$ cat src/rtl/subblock_deinterleaver_ctrl.sv
// subblock_deinterleaver_ctrl: writes column-permuted symbols to RAM at row-major positions, then reads them back skipping dummies
module subblock_deinterleaver_ctrl #(
  parameter int C = 32,
  parameter int OP_MODE = 0,
  parameter int DW = 8,
  parameter int AW = 12
) (
  input  logic          clk,
  input  logic          rst,
  input  logic          start,
  input  logic [6:0]    R,
  input  logic [11:0]   D,
  input  logic [4:0]    n_dummy,
  input  logic          in_valid,
  input  logic [DW-1:0] in_data,
  output logic          in_ready,
  output logic          ram_we,
  output logic [AW-1:0] ram_waddr,
  output logic [DW-1:0] ram_wdata,
  output logic [AW-1:0] ram_raddr,
  output logic          ram_re,
  input  logic [DW-1:0] ram_rdata,
  output logic          out_valid,
  output logic [DW-1:0] out_data,
  output logic          out_last,
  output logic          busy,
  output logic          done,
  output logic          cfg_err
);
  typedef enum logic [1:0] {IDLE, WRITE, READ} state_t;
  state_t state;
  logic [6:0] r_q, row;
  logic [11:0] d_q, cnt;
  logic [4:0] nd_q, col, p;
  logic [AW-1:0] rd;
  logic [12:0] base, base1, kpi, need;
  logic acc, cfg_bad, row_end;
  assign in_ready = state == WRITE;
  assign busy = state != IDLE;
  assign acc = in_valid && in_ready;
  assign need = 13'(D) + 13'(n_dummy);
  assign cfg_bad = R == 7'd0 || need != {1'b0, R, 5'b0};
  // the column permutation is the 5-bit bit reversal of the column index
  assign p = {col[0], col[1], col[2], col[3], col[4]};
  assign kpi = {1'b0, r_q, 5'b0};
  assign base = {1'b0, row, 5'b0} + 13'(p);
  assign base1 = (base + 13'd1 == kpi) ? '0 : base + 13'd1;
  assign row_end = row == r_q - 7'd1;
  assign ram_we = acc;
  assign ram_waddr = acc ? AW'(OP_MODE == 1 ? base1 : base) : '0;
  assign ram_wdata = acc ? in_data : '0;
  assign ram_raddr = rd;
  assign out_data = out_valid ? ram_rdata : '0;
  always_ff @(posedge clk) begin
    if (rst) begin
      state <= IDLE;
      r_q <= '0;
      d_q <= '0;
      nd_q <= '0;
      col <= '0;
      row <= '0;
      rd <= '0;
      cnt <= '0;
      ram_re <= 1'b0;
      out_valid <= 1'b0;
      out_last <= 1'b0;
      done <= 1'b0;
      cfg_err <= 1'b0;
    end else begin
      done <= 1'b0;
      out_valid <= ram_re;
      out_last <= ram_re && cnt == d_q - 12'd1;
      case (state)
        IDLE: if (start) begin
          r_q <= R;
          d_q <= D;
          nd_q <= n_dummy;
          cfg_err <= cfg_bad;
          if (!cfg_bad) begin
            col <= '0;
            row <= '0;
            state <= WRITE;
          end
        end
        WRITE: if (acc) begin
          row <= row_end ? '0 : row + 7'd1;
          if (row_end) begin
            col <= col + 5'd1;
            if (col == 5'(C - 1)) begin
              state <= READ;
              ram_re <= 1'b1;
              rd <= AW'(nd_q);
              cnt <= '0;
            end
          end
        end
        READ: begin
          if (ram_re) begin
            if (cnt == d_q - 12'd1) ram_re <= 1'b0;
            else begin
              rd <= rd + 1'b1;
              cnt <= cnt + 12'd1;
            end
          end
          if (out_last) begin
            state <= IDLE;
            done <= 1'b1;
          end
        end
        default: state <= IDLE;
      endcase
    end
  end
endmodule

$ cat config.mk
export PLATFORM = sky130hd
export DESIGN_NAME = subblock_deinterleaver_ctrl
export DESIGN_NICKNAME = d
export VERILOG_FILES = /design/src/rtl/subblock_deinterleaver_ctrl.sv
export SDC_FILE = /design/constraint.sdc
export NUM_CORES = 1
export LEC_CHECK = 0
export ABC_AREA = 0
export CORE_MARGIN = 5
export CORE_UTILIZATION = 30
export CTS_BUF_LIST = sky130_fd_sc_hd__clkbuf_2 sky130_fd_sc_hd__clkbuf_4 sky130_fd_sc_hd__clkbuf_8
export CTS_CLUSTER_DIAMETER = 150
export DETAILED_ROUTE_END_ITERATION = 7
export DONT_BUFFER_PORTS = 1
export GPL_TIMING_DRIVEN = 0
export SLEW_MARGIN = 30
export SYNTH_ARGS = -nofsm -noshare
export SYNTH_HDL_FRONTEND = slang
export SYNTH_SLANG_ARGS = --single-unit
$ cat constraint.sdc
create_clock -name clk -period 8.3 [get_ports clk]
set_input_delay 0.83 -clock clk [delete_from_list [all_inputs] [get_ports clk]]
set_output_delay 0.83 -clock clk [all_outputs]
set_load 0.03 [all_outputs]
# Word level (Yosys, flattened, before mapping)
# Index checks and enable logic that the tools add are counted.
# op_classes
addsub	8
n_eq_ne	14
muxes	39
bitwise	1
n_reduce_logical	15
# op_table
cell	count
12-bit two-way mux	11
12-bit case mux with 2 select lines	2
7-bit two-way mux	4
12-bit by 1-bit adder with 12-bit output, second input constant	2
5-bit two-way mux	4
8-bit two-way mux	2
7-bit case mux with 2 select lines	1
12-bit by 5-bit adder with 13-bit output	1
13-bit by 12-bit inequality test with 1-bit output	1
12-bit by 5-bit adder with 12-bit output	1
12-bit == test	1
2-bit two-way mux	6
6-bit AND reduction	2
12-bit by 1-bit subtractor with 12-bit output, second input constant	1
2-bit inequality test, second input constant	5
5-bit case mux with 2 select lines	1
4-bit AND reduction	2
7-bit by 1-bit adder with 7-bit output, second input constant	1
7-bit == test	1
7-bit zero test	1
7-bit by 1-bit subtractor with 7-bit output, second input constant	1
1-bit two-way mux	6
2-bit by 1-bit inequality test with 1-bit output, second input constant	3
2-bit case mux with 3 select lines	1
other kinds (13)	16
# totals
reg_bits	67
input_bits	44
out_inout_bits	48

# Depth between registers and ports, before layout
# Gate-level depths: netlist (run 1).
# logic_depth
ltp_word	6
depth_mapped	11

# Worst setup path before layout (run 1)
# Ideal clock, no wire load.
# synth_timing
path_type	input to register
from	input D[0]
to	register row[3]
setup_ps	60
t_arrival_ps	3537
required_ps	8240
setup_slack_ps	4703
path_stages	10
path_buffers	0
cell_sequence	ha_1 fa_1 xor2_1 or3_1 a2111oi_0 o2111ai_1 nor4_4 o21ai_0 or4_1 nand2_1
# synth_between
elab_chain_cells	5
# synth_rtl
item	line_no	source
start, declared	12	input logic [11:0] D,
12-bit by 5-bit adder with 13-bit output	41	assign need = 13'(D) + 13'(n_dummy);
13-bit by 12-bit inequality test with 1-bit output	42	assign cfg_bad = R == 7'd0 || need != {1'b0, R, 5'b0};
1-bit logical OR	42	
2-bit inequality test (no line)	n/a	
4-bit AND reduction (no line)	n/a	
end signal, assigned	86	row <= row_end ? '0 : row + 7'd1;
end, declared	32	logic [6:0] r_q, row;
# Every way passes these cells.
# A chain may end at the register's enable or synchronous reset.

# Worst setup path in the final report (run 1)
# Ends and elaborated chain as after synthesis.

==> impl_metrics.json, run 1 <==
{
  "worstSkewPairLatency_ns": 0.34,
  "maximum_number_of_pins_on_one_net_before_global_route_repair": 11,
  "global_route_wire_length_before_repair_um": 18500,
  "max-vdd-ir-drop_mv": 0.0657,
  "grt_setup_unrepaired": "false",
  "cts_tree": "built",
  "syn_avg_cell_area_um2": 7.84,
  "chipHeight_um": 128,
  "cts_made_buffers": 9,
  "grt.met1_usage_pct": 17.1,
  "maxCapViolCount": 0,
  "area_taken_by_multi_input_logic_gates_um2": 2670,
  "p_leak_nw": 1.74,
  "synth.ff_latch_count": 67,
  "rows": 43,
  "use_met3_pct": 4.38,
  "die_area_um2": 16400,
  "power-per-cell-area_nw_per_um2": 150,
  "setup.worst_path.class": "in2reg",
  "cts_htree_levels": 3,
  "io-pin-count": 92,
  "critical-path-slowest-cell": "or4_1",
  "num-nets-final": 603,
  "detail-route-antenna-nets": 0,
  "number_of_post_cts_setup_repair_buffers": 0,
  "synth_sequential_area_ratio_pct": 32.0,
  "critical-path-top-delay-family": "simple AND/OR/NAND/NOR gates",
  "max_stage_delay_ns": 0.52,
  "post_route_clock_skew_ns": 0.00728,
  "timing_max_transition_violations_final": 0,
  "grt_util_all_layers_pct": 13.8,
  "routed_wirelength_um": 11500,
  "outcome": "completed",
  "dpl_worst_slack_ns": 4.30,
  "critPathLaunchType": "input port",
  "setup_viol": 0,
  "layout_worst_path_cycle_share_pct": 43.6,
  "synth_fp_nets": 592,
  "number_of_antenna_violations_at_the_first_check_in_global_routing": 0,
  "cp_data_arrival_time_ns": 3.91,
  "count_of_hold_buffers_inserted_by_post_cts_repair": 0,
  "synthesis_to_finish_area_growth_pct": 9.82,
  "clkSinkCount": 67,
  "avgRoutedWirePerCell_um": 15.7,
  "sum_of_negative_setup_slack_ns": 0,
  "drt_first_iter_violations": 200,
  "slew_headroom_pct": 59.1,
  "netlist_instances": 535,
  "ys_types": 66,
  "synth.cell_area_um2": 4190,
  "worst-endpoint-required_ns": 8.59,
  "synth-edff-count": 0,
  "cts_root_buf": "clkbuf_8",
  "final_weighted_congestion_of_routability_driven_global_placement": 0.863,
  "fraction_of_layout_instances_using_a_drive_strength_above_1_pct": 6.00,
  "post-route-min-period_ns": 3.62,
  "core-area_um2": 13800,
  "detail_route.first_pass.iterations": 5,
  "vias_per_cell": 5.31,
  "worst_setup_path_end_kind": "register",
  "cp_max_fo": 7,
  "report.final.hold_viol_count": 0,
  "critical_path.n_buffers_inverters": 0,
  "dieWidth_um": 128,
  "ctsResizeCount": 0,
  "hold_crit_path_type": "reg2reg",
  "met2_usage_pct": 23.3,
  "worstMarginPinSlew_ns": 0.613,
  "postLayoutSetupSlackWorst_ns": 4.68,
  "first_global_vias": 3614,
  "path_cells": "ha_1 > fa_1 > xor2_1 > or3_1 > a2111oi_0 > o2111ai_1 > nor4_4 > o21ai_0 > or4_1 > nand2_1",
  "fillers": 1490,
  "register_area_um2": 1340,
  "vias": 3879,
  "synthFlopType": "dfxtp_1",
  "cts.clk_slew.worst_paths_ns": 0.07,
  "dp_hpwl_um": 9080,
  "global_route.peak_usage_layer": "met2",
  "post-route-drc-count": 0,
  "highest_clock_rate_mhz": 276,
  "place.port_buffers": 0,
  "synth_warnings": 0,
  "grt-ovfl-total": 0,
  "ffs_w_async_s_r_synth_pct": 0,
  "buffer_levels_on_the_longest_clock_path": 2,
  "initial_core_util_pct": 30.4,
  "n_antenna_cell": 0
}
==> cells by family after synthesis <==
kind of cell	synth area share [%]
muxes	0.955
adders and majority gates	4.06
AOI/OAI and AO/OA	19.4
buffers and inverters	4.45
xor gates and xnor gates	7.94
and+or+nand+nor	31.2
DFF	32.0
==> area by class of cell <==
cell class              instances  area share [%]
well taps                     180            4.89
plain buffers                  27            2.58
clock inverters                 3           0.870
inverters                      18            1.47
multi-input cells             423            57.9
flip-flops and latches         67            29.1
clock buffers                  12            3.18
==> flip-flops by register name (all words and copies together) (netlist names) <==
name	count
cnt	12
row	7
d_q	12
out_valid	1
ram_re	1
done	1
cfg_err	1
r_q	7
ram_raddr	12
col	5
out_last	1
nd_q	5
state	2
==> placed cells by master (no fill, tap or decap), types with 4 or more instances in the layout <==
| cell type | count |
|---|---|
| buf_1 | 4 |
| nand3_1 | 14 |
| a21oi_1 | 54 |
| inv_1 | 18 |
| nor3_1 | 10 |
| nor2_1 | 37 |
| mux2i_1 | 4 |
| nor2b_1 | 5 |
| or4_1 | 9 |
| o2111ai_1 | 4 |
| xnor2_1 | 22 |
| nand4_1 | 7 |
| a211oi_1 | 4 |
| a31oi_1 | 7 |
| o211ai_1 | 5 |
| clkbuf_1 | 19 |
| xor2_1 | 16 |
| nor3b_1 | 4 |
| and2_1 | 13 |
| dfxtp_1 | 67 |
| ha_1 | 12 |
| o21ai_0 | 24 |
| and3_1 | 27 |
| nand2_1 | 70 |
| clkbuf_8 | 9 |
| or3_1 | 11 |
| nor4_1 | 5 |
| o31ai_1 | 5 |
==> power breakdown <==
group          internal, W   total, W  switching, W
clock             0.000146   0.000266      0.000119
combinational    0.0000371  0.0000872     0.0000501
sequential        0.000328   0.000337    0.00000857
==> Yosys cell counts, types with 4 or more instances <==
cell / n / area (um2)
or4_1: 9 / 67.6
nor2_1: 37 / 139
o21ai_0: 24 / 120
a211oi_1: 4 / 30.0
a21oi_1: 54 / 270
o211ai_1: 5 / 37.5
and2_1: 13 / 81.3
xnor2_1: 22 / 193
nand3_1: 14 / 70.1
and3_1: 27 / 169
mux2i_1: 4 / 40.0
xor2_1: 16 / 140
nor3_1: 10 / 50.1
dfxtp_1: 67 / 1340
buf_1: 4 / 15.0
nor3b_1: 4 / 30.0
clkbuf_1: 19 / 71.3
o31ai_1: 5 / 37.5
inv_1: 18 / 67.6
nor4_1: 5 / 31.3
o2111ai_1: 4 / 35.0
a31oi_1: 7 / 43.8
nand2_1: 70 / 263
nand4_1: 7 / 43.8
ha_1: 12 / 150
or3_1: 11 / 68.8
nor2b_1: 5 / 31.3
==> tightest hold or removal path, cell delays in order (launching register included) <==
cell     delay (ns)
dfxtp_1        0.32
nand2_1        0.05
a21oi_1        0.05
==> metrics by stage <==
stage,total power (W),hold slack (ns),area (um2),instances,util (%)
finish,0.000689,0.465,4600,730,33.4
global route,0.000724,0.493,4600,730,33.4
floorplan,0.000414,0.433,4190,535,-
global placement,0.000429,0.454,4420,715,32.1
CTS,0.000700,0.467,4600,730,33.4
detailed placement,0.000431,0.458,4420,715,32.1
==> per-layer routing <==
metal	up-vias	share of wire, %
met5	-	0
met4	0	0.85
met3	7	5.6
met2	83	51
met1	1827	43
li1	1962	-
==> final timing paths <==
kind             end  slack [ns]  cells after the start    start
max           row[3]        4.68                     10     D[0]
min          nd_q[3]        0.47                      2  nd_q[3]
max reg2reg   cnt[0]        5.11                     11   r_q[0]
min reg2reg  nd_q[3]        0.47                      2  nd_q[3]
Note: power is estimated with default switching activity, not from simulation.
==> inputs of run 2 (changes only) <==
==> constraint.sdc (replaced) <==
create_clock -name clk -period 3.4 [get_ports clk]
set_input_delay 0.34 -clock clk [delete_from_list [all_inputs] [get_ports clk]]
set_output_delay 0.34 -clock clk [all_outputs]
set_load 0.03 [all_outputs]
==> impl_metrics.json, run 2 (same netlist as run 1, synthesis figures left out) <==
{
  "post-route-drc-count": 0,
  "rows": 43,
  "clkSinkCount": 67,
  "fraction_of_layout_instances_using_a_drive_strength_above_1_pct": 6.18,
  "cts_root_buf": "clkbuf_8",
  "critPathLaunchType": "input port",
  "cts_made_buffers": 9,
  "mostFrequentLayoutCells": "nand2_1 (70), dfxtp_1 (67), a21oi_1 (54)",
  "worstMarginPinSlew_ns": 0.615,
  "outcome": "completed",
  "cp_data_arrival_time_ns": 3.42,
  "die_area_um2": 16400,
  "first_global_vias": 3614,
  "setup_viol": 0,
  "core-area_um2": 13800,
  "critical-path-slowest-cell": "or4_1",
  "cp_max_fo": 7,
  "highest_clock_rate_mhz": 319,
  "cts_tree": "built",
  "sum_of_negative_setup_slack_ns": 0,
  "worst-endpoint-required_ns": 3.69,
  "report.final.hold_viol_count": 0,
  "max-vdd-ir-drop_mv": 0.160,
  "maximum_number_of_pins_on_one_net_before_global_route_repair": 11,
  "number_of_post_cts_setup_repair_buffers": 0,
  "power-per-cell-area_nw_per_um2": 365,
  "dieWidth_um": 128,
  "grt-ovfl-total": 0,
  "setup.worst_path.class": "in2reg",
  "hold_crit_path_type": "in2reg",
  "detail_route.first_pass.iterations": 5,
  "avgRoutedWirePerCell_um": 15.7,
  "max_stage_delay_ns": 0.52,
  "drt_first_iter_violations": 193,
  "post_route_clock_skew_ns": 0.00828,
  "cts_htree_levels": 3,
  "most_common_cell_after_layout_fill_and_taps_aside": "nand2_1",
  "synthesis_to_finish_area_growth_pct": 10.0,
  "total_power_w": 0.00168,
  "slew_headroom_pct": 59.0,
  "dp_hpwl_um": 9080,
  "design_area_um2": 4610,
  "grt_setup_unrepaired": "false",
  "global_route_wire_length_before_repair_um": 18500,
  "p_leak_nw": 1.76,
  "worst_setup_path_end_kind": "register",
  "number_of_antenna_violations_at_the_first_check_in_global_routing": 0,
  "io-pin-count": 92,
  "post-route-min-period_ns": 3.14,
  "place.port_buffers": 0,
  "worstSkewPairLatency_ns": 0.34,
  "buffer_levels_on_the_longest_clock_path": 2,
  "path_cells": "ha_1 > fa_1 > xor2_1 > or3_1 > a2111oi_0 > o2111ai_1 > nor4_4 > o21ai_0 > or4_1 > nand2_1",
  "cts.clk_slew.worst_paths_ns": 0.07,
  "chipHeight_um": 128,
  "routed_wirelength_um": 11500,
  "final_weighted_congestion_of_routability_driven_global_placement": 0.863,
  "timing_max_transition_violations_final": 0,
  "vias_per_cell": 5.35,
  "num-nets-final": 603,
  "maxCapViolCount": 0,
  "detail-route-antenna-nets": 0,
  "placed_cell_area_um2": 4420,
  "vias": 3907,
  "grt_util_all_layers_pct": 13.8,
  "layout_worst_path_cycle_share_pct": 92.2,
  "initial_core_util_pct": 30.4,
  "n_antenna_cell": 0
}
==> run 2: cell counts in the layout (fill, tap and decap cells not counted) <==
No cell type changed its count.
==> run 2: worst paths after layout <==
| path | depth (start not counted) | slack [ns] | to | start |
|---|---|---|---|---|
| worst max-delay path | 10 | 0.26 | row[3] | D[0] |
| worst min-delay path | 2 | 0.13 | d_q[0] | D[0] |
| worst max register to register | 11 | 0.33 | cnt[11] | d_q[0] |
| worst min register to register | 2 | 0.47 | nd_q[3] | nd_q[3] |
==> run 2: final cells by class <==
type / instances / area (um2)
Buffer: 27 / 120
Clock buffer: 12 / 146
Clock inverter: 3 / 40.0
Fill cell: 1487 / 9160
Inverter: 18 / 67.6
Multi-Input combinational cell: 423 / 2670
Sequential cell: 67 / 1340
Tap cell: 180 / 225
==> run 2: power by group <==
part / leakage, nW / total, W / internal [W] / switching [W]
clock: 0.100 / 0.000647 / 0.000357 / 0.000290
sequential: 0.544 / 0.000822 / 0.000801 / 0.0000209
combinational: 1.11 / 0.000213 / 0.0000906 / 0.000123
total: 1.76 / 0.00168 / 0.00125 / 0.000434
==> run 2: critical path: cells and delay by family <==
family                   cells  cell delay (ns)
AND/OR/NAND/NOR              4             1.45
AO/OA/AOI/OAI                3             0.85
adder cells (fa/ha/maj)      2             0.62
XOR/XNOR                     1             0.15
==> run 2: through the flow <==
step                      utilization, %  hold WS (ns)  worst slack (ns)  instances
after floorplan                        -         0.433             0.293        535
after global routing                33.5         0.108            0.0594        730
final                               33.5         0.130             0.264        730
after CTS                           33.4         0.104             0.208        730
after global placement              32.1         0.454            -0.104        715
after detailed placement            32.1         0.458            -0.114        715
==> run 2: per-layer routing <==
| layer | part of all wire (%) | GRT usage (%) | vias to the layer above |
|---|---|---|---|
| met2 | 51 | 23.3 | 78 |
| met3 | 5.4 | 4.38 | 7 |
| met1 | 43 | 17.1 | 1864 |
| met5 | 0 | 0 | - |
| li1 | - | - | 1958 |
| met4 | 0.59 | 3.43 | 0 |
==> run 2: what timing repair did <==
| item | in CTS | in global routing |
|---|---|---|
| resized for setup | 0 | 3 |
| hold buffers | 0 | 0 |
| endpoints found under the setup margin | 0 | 11 |
